<file path="config.mk">
export PLATFORM = sky130hd
export DESIGN_NAME = regfile_wb_arb_flat
export DESIGN_NICKNAME = d
export VERILOG_FILES = /design/src/rtl/regfile_wb_arb_if.sv /design/src/rtl/regfile_wb_arb.sv /design/src/flat_wrapper.sv
export SDC_FILE = /design/constraint.sdc
export NUM_CORES = 1
export LEC_CHECK = 0
export BUFFER_PORTS_ARGS = -buffer_cell sky130_fd_sc_hd__clkbuf_2
export CAP_MARGIN = 10
export CORE_MARGIN = 10
export CORE_UTILIZATION = 30
export DETAILED_ROUTE_END_ITERATION = 16
export GPL_ROUTABILITY_DRIVEN = 0
export PLACE_DENSITY = 0.48
export REMOVE_ABC_BUFFERS = 1
export SETUP_SLACK_MARGIN = 0.2
export SLEW_MARGIN = 20
export SYNTH_ARGS = -nofsm -noshare
export SYNTH_HDL_FRONTEND = slang
export SYNTH_SLANG_ARGS = --single-unit
</file>
<file path="constraint.sdc">
create_clock -name clk -period 4.7 [get_ports clk]
set_clock_uncertainty 0.05 [all_clocks]
set_input_delay 0.705 -clock clk [delete_from_list [all_inputs] [get_ports clk]]
set_output_delay 0.705 -clock clk [all_outputs]
set_load 0.01 [all_outputs]
</file>
<file path="src/rtl/regfile_wb_arb_if.sv">
// Writeback arbiter bus: ALU result port, LSU result handshake, LSU issue
// tracking, pending scoreboard and the registered register-file write port.
interface regfile_wb_arb_if;
   logic        alu_valid;
   logic [4:0]  alu_rd;
   logic [31:0] alu_data;
   logic        alu_stall;
   logic        lsu_valid;
   logic        lsu_ready;
   logic [4:0]  lsu_rd;
   logic [31:0] lsu_data;
   logic        lsu_issue_en;
   logic [4:0]  lsu_issue_rd;
   logic [31:0] pending;
   logic        wb_en;
   logic [4:0]  wb_rd;
   logic [31:0] wb_data;

   modport master (
      output alu_valid, alu_rd, alu_data, lsu_valid, lsu_rd, lsu_data,
             lsu_issue_en, lsu_issue_rd,
      input  alu_stall, lsu_ready, pending, wb_en, wb_rd, wb_data
   );

   modport slave (
      input  alu_valid, alu_rd, alu_data, lsu_valid, lsu_rd, lsu_data,
             lsu_issue_en, lsu_issue_rd,
      output alu_stall, lsu_ready, pending, wb_en, wb_rd, wb_data
   );
endinterface

</file>
<file path="src/rtl/regfile_wb_arb.sv">
// Register-file writeback arbiter. Single-cycle ALU results have priority;
// LSU results queue in a 2-entry FIFO and are written back when the ALU is
// idle, or forcibly after the ALU has won four times in a row while the FIFO
// held data. A pending scoreboard tracks registers awaiting an LSU writeback.
module regfile_wb_arb (
   input logic               clk,
   input logic               rst,
   regfile_wb_arb_if.slave   bus
);

   logic [4:0]  r_fifo_rd   [0:1];
   logic [31:0] r_fifo_data [0:1];
   logic        r_wr_ptr;
   logic        r_rd_ptr;
   logic [1:0]  r_count;
   logic [2:0]  r_starve;
   logic [31:0] r_pending;
   logic        r_wb_en;
   logic        r_wb_lsu;
   logic [4:0]  r_wb_rd;
   logic [31:0] r_wb_data;

   logic        w_alu_stall;
   logic        w_lsu_ready;
   logic        w_push;
   logic        w_alu_win;
   logic        w_fifo_win;
   logic        w_win_valid;
   logic [4:0]  w_win_rd;
   logic [31:0] w_win_data;
   logic [2:0]  w_starve_nxt;
   logic [31:0] w_set_mask;
   logic [31:0] w_clr_mask;
   logic [31:0] w_pending_nxt;

   // Arbitration, handshake, starvation and scoreboard next-state decode.
   always_comb begin
      w_alu_stall = (r_count != 2'd0) && (r_starve == 3'd4);
      w_lsu_ready = (r_count < 2'd2);
      w_push      = bus.lsu_valid && w_lsu_ready;
      w_alu_win   = bus.alu_valid && !w_alu_stall;
      w_fifo_win  = !w_alu_win && (r_count != 2'd0);
      w_win_valid = w_alu_win || w_fifo_win;
      if (w_alu_win) begin
         w_win_rd   = bus.alu_rd;
         w_win_data = bus.alu_data;
      end else begin
         w_win_rd   = r_fifo_rd[r_rd_ptr];
         w_win_data = r_fifo_data[r_rd_ptr];
      end
      // Starvation only accumulates while an LSU result is actually waiting.
      if (w_alu_win && (r_count != 2'd0)) begin
         w_starve_nxt = (r_starve == 3'd4) ? 3'd4 : (r_starve + 3'd1);
      end else begin
         w_starve_nxt = 3'd0;
      end
      if (bus.lsu_issue_en) begin
         w_set_mask = 32'd1 << bus.lsu_issue_rd;
      end else begin
         w_set_mask = 32'd0;
      end
      // Clear one edge after an LSU-sourced write is visible on the wb port.
      if (r_wb_en && r_wb_lsu) begin
         w_clr_mask = 32'd1 << r_wb_rd;
      end else begin
         w_clr_mask = 32'd0;
      end
      // Set is applied after clear so it wins; x0 is never pending.
      w_pending_nxt = ((r_pending & ~w_clr_mask) | w_set_mask) & ~32'd1;
   end

   // LSU result FIFO storage and pointers.
   always_ff @(posedge clk or posedge rst) begin
      if (rst) begin
         r_fifo_rd[0]   <= 5'd0;
         r_fifo_rd[1]   <= 5'd0;
         r_fifo_data[0] <= 32'd0;
         r_fifo_data[1] <= 32'd0;
         r_wr_ptr       <= 1'b0;
         r_rd_ptr       <= 1'b0;
         r_count        <= 2'd0;
      end else begin
         if (w_push) begin
            r_fifo_rd[r_wr_ptr]   <= bus.lsu_rd;
            r_fifo_data[r_wr_ptr] <= bus.lsu_data;
            r_wr_ptr              <= ~r_wr_ptr;
         end
         if (w_fifo_win) begin
            r_rd_ptr <= ~r_rd_ptr;
         end
         if (w_push && !w_fifo_win) begin
            r_count <= r_count + 2'd1;
         end else if (!w_push && w_fifo_win) begin
            r_count <= r_count - 2'd1;
         end
      end
   end

   // Starvation counter and pending scoreboard.
   always_ff @(posedge clk or posedge rst) begin
      if (rst) begin
         r_starve  <= 3'd0;
         r_pending <= 32'd0;
      end else begin
         r_starve  <= w_starve_nxt;
         r_pending <= w_pending_nxt;
      end
   end

   // Registered writeback port; rd/data hold when nothing is written.
   always_ff @(posedge clk or posedge rst) begin
      if (rst) begin
         r_wb_en   <= 1'b0;
         r_wb_lsu  <= 1'b0;
         r_wb_rd   <= 5'd0;
         r_wb_data <= 32'd0;
      end else begin
         r_wb_en  <= w_win_valid && (w_win_rd != 5'd0);
         r_wb_lsu <= w_fifo_win;
         if (w_win_valid && (w_win_rd != 5'd0)) begin
            r_wb_rd   <= w_win_rd;
            r_wb_data <= w_win_data;
         end
      end
   end

   assign bus.alu_stall = w_alu_stall;
   assign bus.lsu_ready = w_lsu_ready;
   assign bus.pending   = r_pending;
   assign bus.wb_en     = r_wb_en;
   assign bus.wb_rd     = r_wb_rd;
   assign bus.wb_data   = r_wb_data;

endmodule

</file>
<file path="src/flat_wrapper.sv">
// flat-port wrapper written by rule: the top's interface ports become plain ports
module regfile_wb_arb_flat 
  (clk, rst, bus_alu_valid, bus_alu_rd, bus_alu_data, bus_lsu_valid, bus_lsu_rd, bus_lsu_data, bus_lsu_issue_en, bus_lsu_issue_rd, bus_alu_stall, bus_lsu_ready, bus_pending, bus_wb_en, bus_wb_rd, bus_wb_data);
  regfile_wb_arb_if bus_i ();
  input logic clk;
  input logic rst;
  input wire logic [$bits(bus_i.alu_valid)-1:0] bus_alu_valid;
  input wire logic [$bits(bus_i.alu_rd)-1:0] bus_alu_rd;
  input wire logic [$bits(bus_i.alu_data)-1:0] bus_alu_data;
  input wire logic [$bits(bus_i.lsu_valid)-1:0] bus_lsu_valid;
  input wire logic [$bits(bus_i.lsu_rd)-1:0] bus_lsu_rd;
  input wire logic [$bits(bus_i.lsu_data)-1:0] bus_lsu_data;
  input wire logic [$bits(bus_i.lsu_issue_en)-1:0] bus_lsu_issue_en;
  input wire logic [$bits(bus_i.lsu_issue_rd)-1:0] bus_lsu_issue_rd;
  output wire logic [$bits(bus_i.alu_stall)-1:0] bus_alu_stall;
  output wire logic [$bits(bus_i.lsu_ready)-1:0] bus_lsu_ready;
  output wire logic [$bits(bus_i.pending)-1:0] bus_pending;
  output wire logic [$bits(bus_i.wb_en)-1:0] bus_wb_en;
  output wire logic [$bits(bus_i.wb_rd)-1:0] bus_wb_rd;
  output wire logic [$bits(bus_i.wb_data)-1:0] bus_wb_data;
  assign bus_i.alu_valid = bus_alu_valid;
  assign bus_i.alu_rd = bus_alu_rd;
  assign bus_i.alu_data = bus_alu_data;
  assign bus_i.lsu_valid = bus_lsu_valid;
  assign bus_i.lsu_rd = bus_lsu_rd;
  assign bus_i.lsu_data = bus_lsu_data;
  assign bus_i.lsu_issue_en = bus_lsu_issue_en;
  assign bus_i.lsu_issue_rd = bus_lsu_issue_rd;
  assign bus_alu_stall = bus_i.alu_stall;
  assign bus_lsu_ready = bus_i.lsu_ready;
  assign bus_pending = bus_i.pending;
  assign bus_wb_en = bus_i.wb_en;
  assign bus_wb_rd = bus_i.wb_rd;
  assign bus_wb_data = bus_i.wb_data;
  regfile_wb_arb u_core (.clk(clk), .rst(rst), .bus(bus_i));
endmodule
</file>
# Yosys cells after proc, flatten, opt, wreduce, memory -nomap -nowiden
# Cells that the tools add are included.
dict set report op_classes {
  n_reduce_logical 18
  n_mux 20
  n_shift 2
  bitwise 7
  n_lt_le_gt_ge 4
  add_sub_neg 3
  n_eq_ne 1
}
# operator n
set ops {}
lappend ops {{32-bit two-way mux} 7}
lappend ops {{64-bit bitwise mux} 1}
lappend ops {{1-bit by 5-bit left shift with 32-bit output, first input constant} 2}
lappend ops {{32-bit AND} 1}
lappend ops {{32-bit demux with 1-bit select} 1}
lappend ops {{32-bit NOT} 1}
lappend ops {{32-bit bitwise OR} 1}
lappend ops {{5-bit two-way mux} 5}
lappend ops {{10-bit bitwise mux} 1}
lappend ops {{1-bit logical AND} 10}
lappend ops {{3-bit two-way mux} 2}
lappend ops {{5-bit demux with 1-bit select} 1}
lappend ops {{5-bit nonzero test} 1}
lappend ops {{2-bit greater-or-equal comparator, second input constant} 2}
lappend ops {{1-bit logical NOT} 4}
lappend ops {{2-bit two-way mux} 2}
lappend ops {{1-bit NOT with 2-bit output} 2}
lappend ops {{2-bit nonzero test} 2}
lappend ops {{3-bit by 1-bit adder with 3-bit output, second input constant} 1}
lappend ops {{3-bit == test, second input constant} 1}
lappend ops {{2-bit by 1-bit adder with 2-bit output, second input constant} 1}
lappend ops {{2-bit by 1-bit < comparator with 1-bit output, second input constant} 1}
lappend ops {{2-bit < comparator, second input constant} 1}
lappend ops {{1-bit NOT} 2}
lappend ops {{other kinds (2)} 2}
dict set report word_totals {
  out_inout_bits 72
  register_bits 151
  word_cells 68
  input_bits 84
}

# Logic depth before layout (Yosys ltp)
# Gate-level depths: netlist of run 1.
dict set report depth {
  word_depth 9
  ltp_mapped 9
  depth_no_buf 9
}

# Least setup slack after synthesis of run 1
# Ideal clock, no wire load.
dict set report synth_path {
  path_type {input -> register}
  startpoint {input port bus_alu_rd[3]}
  endpoint {register u_core.r_wb_data[0], in the netlist u_core.bus.wb_data[0]}
  setup_slack_ps 2398
  setup_time_ps 127
  n_path_buf 1
  cell_stages 5
  required_time_ps 4523
  arrival_ps 2125
  cell_sequence {or4_1 nor4_1 nor3_2 buf_6 mux2_1}
}
dict set report synth_via {
  elab_chain_cells 3
}
# item line_no
set synth_lines {}
lappend synth_lines {{from (decl)} flat_wrapper.sv:8} ;# input wire logic [$bits(bus_i.alu_rd)-1:0] bus_alu_rd;
lappend synth_lines {{5-bit two-way mux} regfile_wb_arb.sv:44} ;# if (w_alu_win) begin
lappend synth_lines {{5-bit nonzero test} regfile_wb_arb.sv:120} ;# if (w_win_valid && (w_win_rd != 5'd0)) begin
lappend synth_lines {{1-bit logical AND} regfile_wb_arb.sv:120}
lappend synth_lines {{to (signal assigned)} regfile_wb_arb.sv:122} ;# r_wb_data <= w_win_data;
lappend synth_lines {{to (decl)} regfile_wb_arb.sv:21} ;# logic [31:0] r_wb_data;
# No other way between the ends.
# A chain may end at the register's enable or synchronous reset.

# Final worst setup path of run 1
dict set report layout_path {
  startpoint {register u_core.r_rd_ptr}
  endpoint {register u_core.r_wb_data[30], in the netlist u_core.bus.wb_data[30]}
}
dict set report layout_via {
  elab_chain_cells 7
  word_cells_on_any_way 11
  cone_classes {mux (8); bitwise (1); reduce/logical (2)}
}
# item line_no
set layout_lines {}
lappend layout_lines {{from (decl)} regfile_wb_arb.sv:14} ;# logic r_rd_ptr;
lappend layout_lines {{from (signal assigned)} regfile_wb_arb.sv:89} ;# r_rd_ptr <= ~r_rd_ptr;
lappend layout_lines {{1-bit NOT with 2-bit output (implied by the code) (*)} {regfile_wb_arb.sv:48, regfile_wb_arb.sv:49}}
lappend layout_lines {{5-bit two-way mux (implied by the code) (3 in series)} regfile_wb_arb.sv:48} ;# w_win_rd = r_fifo_rd[r_rd_ptr];
lappend layout_lines {{5-bit two-way mux} regfile_wb_arb.sv:44}
lappend layout_lines {{5-bit nonzero test} regfile_wb_arb.sv:120}
lappend layout_lines {{1-bit logical AND} regfile_wb_arb.sv:120}
# Mark *: on every way between the ends. The rest lies on a longest branch, timed or not. The select of a mux whose other input is x is not followed.

==> results by group, run 1 <==
Status
  – Status: completed

Place
  – Placed cells: between 900 and 1000
  – Detail Placement HPWL: 13800 um
  – # port buffers: 154
  – Place WS: 1.18 ns
  – Area post-placement: ~7800 um^2

Global route
  – First-pass GRT wire length: ~30000 um
  – Largest net degree at the start of global routing: 76
  – Vias in the first global route: 5267
  – Tot GR Track Use: about an eighth
  – GRT overflow: 0
  – Number of antenna violations at the first check in global routing: 0

CTS
  – Num CTS Buffers: 17
  – Clock tree buffer depth: 2
  – Clk sink count: about 150
  – CTS tree: done
  – Post-CTS sizing: 0
  – Cts hold-fix bufs: 0
  – CTS root buf: clkbuf_16
  – Clock Latency Late Sink: 0.42 ns
  – Worst-path clk slew: approximately 0.060 ns
  – Post-CTS setup buffer count: 0
  – CTS H-tree lvls: 4

Timing
  – Worst hold slack: 0.336 ns
  – Final Hold Fails: 0
  – Fmax: 318 MHz
  – Period utilisation layout: 66.9%
  – Post-route worst setup slack: 1.55 ns
  – Fin. max-slew vios: 0
  – Relative slew margins: 28.9%
  – Worst slew pin tran: 1.06 ns
  – RSZ-0062 raised after global routing: false
  – Min cycle time layout: 3.15 ns
  – Setup-failing EPs final: 0

Synthesis
  – Yosys reg bits: ~150
  – Sequential area share after synthesis: 56.6%
  – Synth async-reset ratio: 100%
  – Yosys warnings: 0
  – Largest cells by area after synthesis: dfrtp_1 (57%), mux2_2 (14%), o21ai_0 (7.2%)
  – Ys flop type: dfrtp_1
  – Largest area contributor in the netlist: dfrtp_1
  – Synth cell types: 38
  – Syn_area_per_cell: between 10 and 15 um^2
  – Post-synth top cells: dfrtp_1 (151), o21ai_0 (96), mux2_2 (81)
  – Dominant cell by count in the synthesized netlist: dfrtp_1
  – Post-synth top area share: 56.6%
  – Synth Instances: 542
  – EDFF count, synth: 0
  – Area of the mapped netlist: approximately 6700 um^2

Route
  – Met1 wire length: around 8800 um
  – Initial DRC Count: 354
  – Met3 wire len: 1250 um
  – ANT nets after route: 0
  – Vias post-DR: 4980
  – Post-route DRC violation count: 0
  – Drt first pass iters: 6
  – WL/cell: approximately 20 um
  – DR WL met2: 9090 um
  – WL final: 19300 um
  – Vias/cell: approximately 5.0
  – Top sig layer: met4

Worst setup path
  – End point of the critical path: u_core.bus.wb_data[30]$_DFFE_PP0P_
  – RR Endpoint: u_core.bus.wb_data[30]$_DFFE_PP0P_
  – RR Startpoint: u_core.r_rd_ptr$_DFFE_PP0P_
  – Critical path class: flop to flop
  – Crit path max fanout: 25
  – Worst r2r path cells: 6
  – Arrival @ worst endpoint: around 3.4 ns
  – Setup crit start kind: flop
  – Crit path from: u_core.r_rd_ptr$_DFFE_PP0P_
  – CP required: slightly below 5 ns
  – Setup slack, reg-to-reg: approximately 1.6 ns
  – CP endpoint kind: flop

Floorplan
  – Row count: 54
  – Initial Util: 30.5%
  – Chip Height: 169 um
  – IO Pins: approximately 160
  – Die X: 169 um
  – Die Area: 28600 um^2
  – Core area: 21900 um^2

Power and ir drop
  – PD cells: ~670 nW/um^2
  – Worst VDD drop: ~270 uV
  – Total power: 0.00556 W
  – Leakage: 3.75 nW

Final layout
  – ANT cells: 0
  – Net count, final: 781
  – Fill count: 2175
  – Design Area, Final: 8310 um^2
  – Final Non-Filler Cells: approximately 1000
  – Layout cells sized above 1: 40.7%
  – Area growth, synth to finish: 24.3%

Worst hold path
  – Tightest Hold Check Type: input port to asynchronous set/reset pin

Run
  – Max_cap viols: 0
sequential cells by signal (all words and copies together) (netlist names):
signal              flops
u_core.r_count          2
u_core.r_wr_ptr         1
u_core.bus.wb_rd        5
u_core.bus.wb_en        1
u_core.r_rd_ptr         1
u_core.r_fifo_rd       10
u_core.r_fifo_data     64
u_core.bus.pending     31
u_core.bus.wb_data     32
u_core.r_wb_lsu         1
u_core.r_starve         3
worst max-delay path, stage by stage, from the launching register on:
cell and delay [ns]:
dfrtp_2 0.71, buf_4 0.50, or4b_1 0.48, a222oi_1 0.37, nor3_4 0.21, buf_4 0.32
mux2_1 0.35
per-layer routing:
layer  up-vias  global-route usage [%]
met4         0                    3.45
li1       2275                       -
met1      2508                    17.4
met3        13                    4.40
met5         -                       0
met2       184                    20.9
report_power, final:
group          internal, W  total (W)  switching (W)
logic             0.000952    0.00189       0.000941
clock network     0.000732    0.00129       0.000556
registers          0.00193    0.00238       0.000445
metrics by stage:
| step | util [%] | setup TNS, ns |
|---|---|---|
| after global routing | 38.0 | 0 |
| after global placement | 35.4 | 0 |
| final | 38.0 | 0 |
| after floorplan | - | -18.08 |
| after detailed placement | 35.4 | 0 |
| after CTS | 38.0 | 0 |
kinds of logic (layout without fill, tap and decap cells):
logic type | count (synthesis) | count (layout) | synth area share [%]
fa+ha+maj | 3 | 3 | 0.562
other cells | 1 | 1 | 0.0561
mux | 143 | 143 | 23.4
compound gates | 117 | 117 | 9.16
simple gates | 82 | 82 | 6.87
xor+xnor | 5 | 5 | 0.656
buf+inv | 40 | 205 | 2.73
flops | 151 | 151 | 56.6
worst min-delay path by stage:
stage / start / endpoint / slack, ns / cells past startpoint
floorplan: u_core.r_wr_ptr$_DFFE_PP0P_ / u_core.r_wr_ptr$_DFFE_PP0P_ / 0.41 / 1
global placement: u_core.bus.wb_data[9]$_DFFE_PP0P_ / u_core.bus.wb_data[9]$_DFFE_PP0P_ / 0.42 / 1
detailed placement: u_core.bus.wb_data[12]$_DFFE_PP0P_ / u_core.bus.wb_data[12]$_DFFE_PP0P_ / 0.42 / 1
CTS: rst / u_core.bus.wb_data[15]$_DFFE_PP0P_ / 0.36 / 2
global route: rst / u_core.bus.pending[17]$_DFF_PP0_ / 0.37 / 2
finish: rst / u_core.bus.pending[17]$_DFF_PP0_ / 0.34 / 2
cells in the final DEF, fill, tap and decap left out, types with 5 or more instances in the layout:
cell type	n
mux2_2	81
mux2_1	25
nand3_1	38
mux2i_1	37
clkinv_4	6
buf_4	7
inv_1	10
o21ai_0	96
or2_2	5
o22ai_1	5
clkbuf_2	154
dfrtp_1	150
clkbuf_16	17
a21oi_1	12
cell type report:
type | instances | area [um^2] | share of cell area (%)
repair buffers | 161 | 823 | 9.91
well taps | 280 | 350 | 4.22
flip-flops and latches | 151 | 3780 | 45.5
clock inverters | 14 | 128 | 1.54
multi-input cells | 351 | 2750 | 33.1
inverters | 12 | 50.0 | 0.602
clock buffers | 18 | 429 | 5.17
Power figures use the tool's default switching activity.
==> run 2: changes to the inputs <==
==> constraint.sdc (replaced) <==
create_clock -name clk -period 2.5 [get_ports clk]
set_clock_uncertainty 0.05 [all_clocks]
set_input_delay 0.375 -clock clk [delete_from_list [all_inputs] [get_ports clk]]
set_output_delay 0.375 -clock clk [all_outputs]
set_load 0.01 [all_outputs]
==> results by group, run 2 (synthesis gave the netlist of run 1 again) <==
Worst setup path
  – Critical path class: flop to flop
  – Setup slack, reg-to-reg: 0.27 ns
  – Setup crit start kind: flop
  – Worst r2r path cells: 6
  – Arrival @ worst endpoint: 2.48 ns
  – Crit path max fanout: 15
  – CP required: 2.75 ns
  – RR Startpoint: u_core.r_rd_ptr$_DFFE_PP0P_
  – Crit path from: u_core.r_rd_ptr$_DFFE_PP0P_
  – End point of the critical path: u_core.bus.wb_data[15]$_DFFE_PP0P_
  – CP endpoint kind: flop
  – RR Endpoint: u_core.bus.wb_data[15]$_DFFE_PP0P_

Floorplan
  – Initial Util: between 30 and 40%
  – Die Area: 28600 um^2
  – Die X: 169 um
  – IO Pins: around 160
  – Row count: 54
  – Chip Height: ~170 um
  – Core area: 21900 um^2

Final layout
  – Final Non-Filler Cells: 1008
  – Net count, final: 800
  – Area growth, synth to finish: 29.8%
  – Layout cells sized above 1: 43.9%
  – Largest Register: u_core.r_fifo_data
  – Largest register FFs: between 60 and 70
  – Most frequent cells in the layout: clkbuf_2 (154), dfrtp_1 (150), o21ai_0 (96), mux2_2 (81), nand3_1 (38)
  – Most common cell after layout, fill and taps aside: clkbuf_2
  – Design Area, Final: 8670 um^2

Route
  – ANT nets after route: 0
  – Drt first pass iters: 5
  – Post-route DRC violation count: 0
  – WL/cell: 19.5 um
  – Vias/cell: 4.98
  – Vias post-DR: approximately 5000
  – Initial DRC Count: 363
  – WL final: 19700 um

Power and ir drop
  – PD cells: 1290 nW/um^2
  – Total power: 0.0112 W
  – Worst VDD drop: 542 uV
  – Leakage: a little under 4 nW

CTS
  – CTS H-tree lvls: 4
  – CTS root buf: clkbuf_16
  – Num CTS Buffers: 17
  – Clk sink count: 151
  – Clock tree buffer depth: 2
  – CTS tree: done
  – Clock Latency Late Sink: between 0.4 and 0.5 ns
  – Worst-path clk slew: 0.07 ns

Timing
  – Fmax: between 400 and 500 MHz
  – Final Hold Fails: 0
  – Post-route worst setup slack: 0.272 ns
  – Relative slew margins: between 60% and 70%
  – RSZ-0062 raised after global routing: true
  – Period utilisation layout: a little under 90%
  – Fin. max-slew vios: 0
  – Worst slew pin tran: 0.569 ns
  – Setup-failing EPs final: 0
  – Min cycle time layout: 2.23 ns
  – Worst hold slack: around 0.15 ns

Global route
  – Vias in the first global route: about 5600
  – Largest net degree at the start of global routing: 61
  – GRT overflow: 0
  – Tot GR Track Use: 13.6%
  – Number of antenna violations at the first check in global routing: 2
  – First-pass GRT wire length: 30900 um

Run
  – Max_cap viols: 0

Place
  – Area post-placement: around 8000 um^2
  – Detail Placement HPWL: 14500 um
  – Place WS: -0.0603 ns
  – Placed cells: about 970
  – # port buffers: roughly 150

Status
  – Status: completed

Worst hold path
  – Tightest Hold Check Type: input port to flop
[run 2: cell count changes in the layout (fill, tap and decap cells not counted), moves of 3 or more]
cell | before | now
mux2_4 | 0 | 13
buf_4 | 7 | 18
clkinv_2 | 4 | 1
mux2_1 | 25 | 12
buf_12 | 0 | 5
[run 2: worst min path at each step]
stage	from	end	slack (ns)	cells after the start
final	bus_lsu_data[21]	u_core.r_fifo_data[53]$_DFFE_PP0P_	0.15	2
after floorplan	u_core.r_wr_ptr$_DFFE_PP0P_	u_core.r_wr_ptr$_DFFE_PP0P_	0.41	1
after global routing	bus_lsu_data[3]	u_core.r_fifo_data[35]$_DFFE_PP0P_	0.14	2
after CTS	bus_lsu_data[2]	u_core.r_fifo_data[2]$_DFFE_PP0P_	0.13	2
after detailed placement	rst	u_core.bus.pending[17]$_DFF_PP0_	0.43	2
after global placement	rst	u_core.bus.pending[17]$_DFF_PP0_	0.42	2
[run 2: timing repair]
action	in CTS	in global routing
hold endpoints to repair	45	0
pin swaps	1	3
gates resized for setup	0	14
cloned	0	1
buffers inserted	2	1
hold buffers	1	0
setup endpoints to repair	32	32
[run 2: area by class of cell]
| cell class | instances | area (um^2) |
|---|---|---|
| diodes | 2 | 5.00 |
| clock buffers | 20 | 457 |
| fillers | 2121 | 13200 |
| repair buffers | 180 | 1070 |
| multi-input cells | 351 | 2800 |
| clock inverters | 12 | 166 |
| well taps | 280 | 350 |
| inverters | 12 | 50.0 |
| flip-flops and latches | 151 | 3780 |
[run 2: worst max-delay path, cell delays in order (launching register included)]
cell	delay, ns
dfrtp_2	0.44
or4_1	0.52
a222oi_1	0.39
nor3_4	0.07
buf_12	0.16
buf_12	0.15
mux2_1	0.32
[run 2: metrics by stage]
stage | utilization, % | TNS [ns]
after floorplan | - | -368.75
after global placement | 36.1 | 0
after detailed placement | 36.1 | -0.952
after CTS | 39.2 | 0
after global routing | 39.6 | 0
final | 39.6 | 0
[run 2: power by group]
part           switching [W]  total, W  internal [W]  leakage [nW]
Clock                0.00107   0.00271       0.00164         0.303
Combinational        0.00199   0.00408       0.00209          1.92
Sequential          0.000733   0.00437       0.00364          1.75
[run 2: routing by layer]
metal	GRT usage, %	wire [um]	vias up
li1	-	-	2313
met1	16.7	8530	2487
met2	21.7	9190	204
met3	5.23	1800	13
met4	3.83	171	0
met5	0	0	-
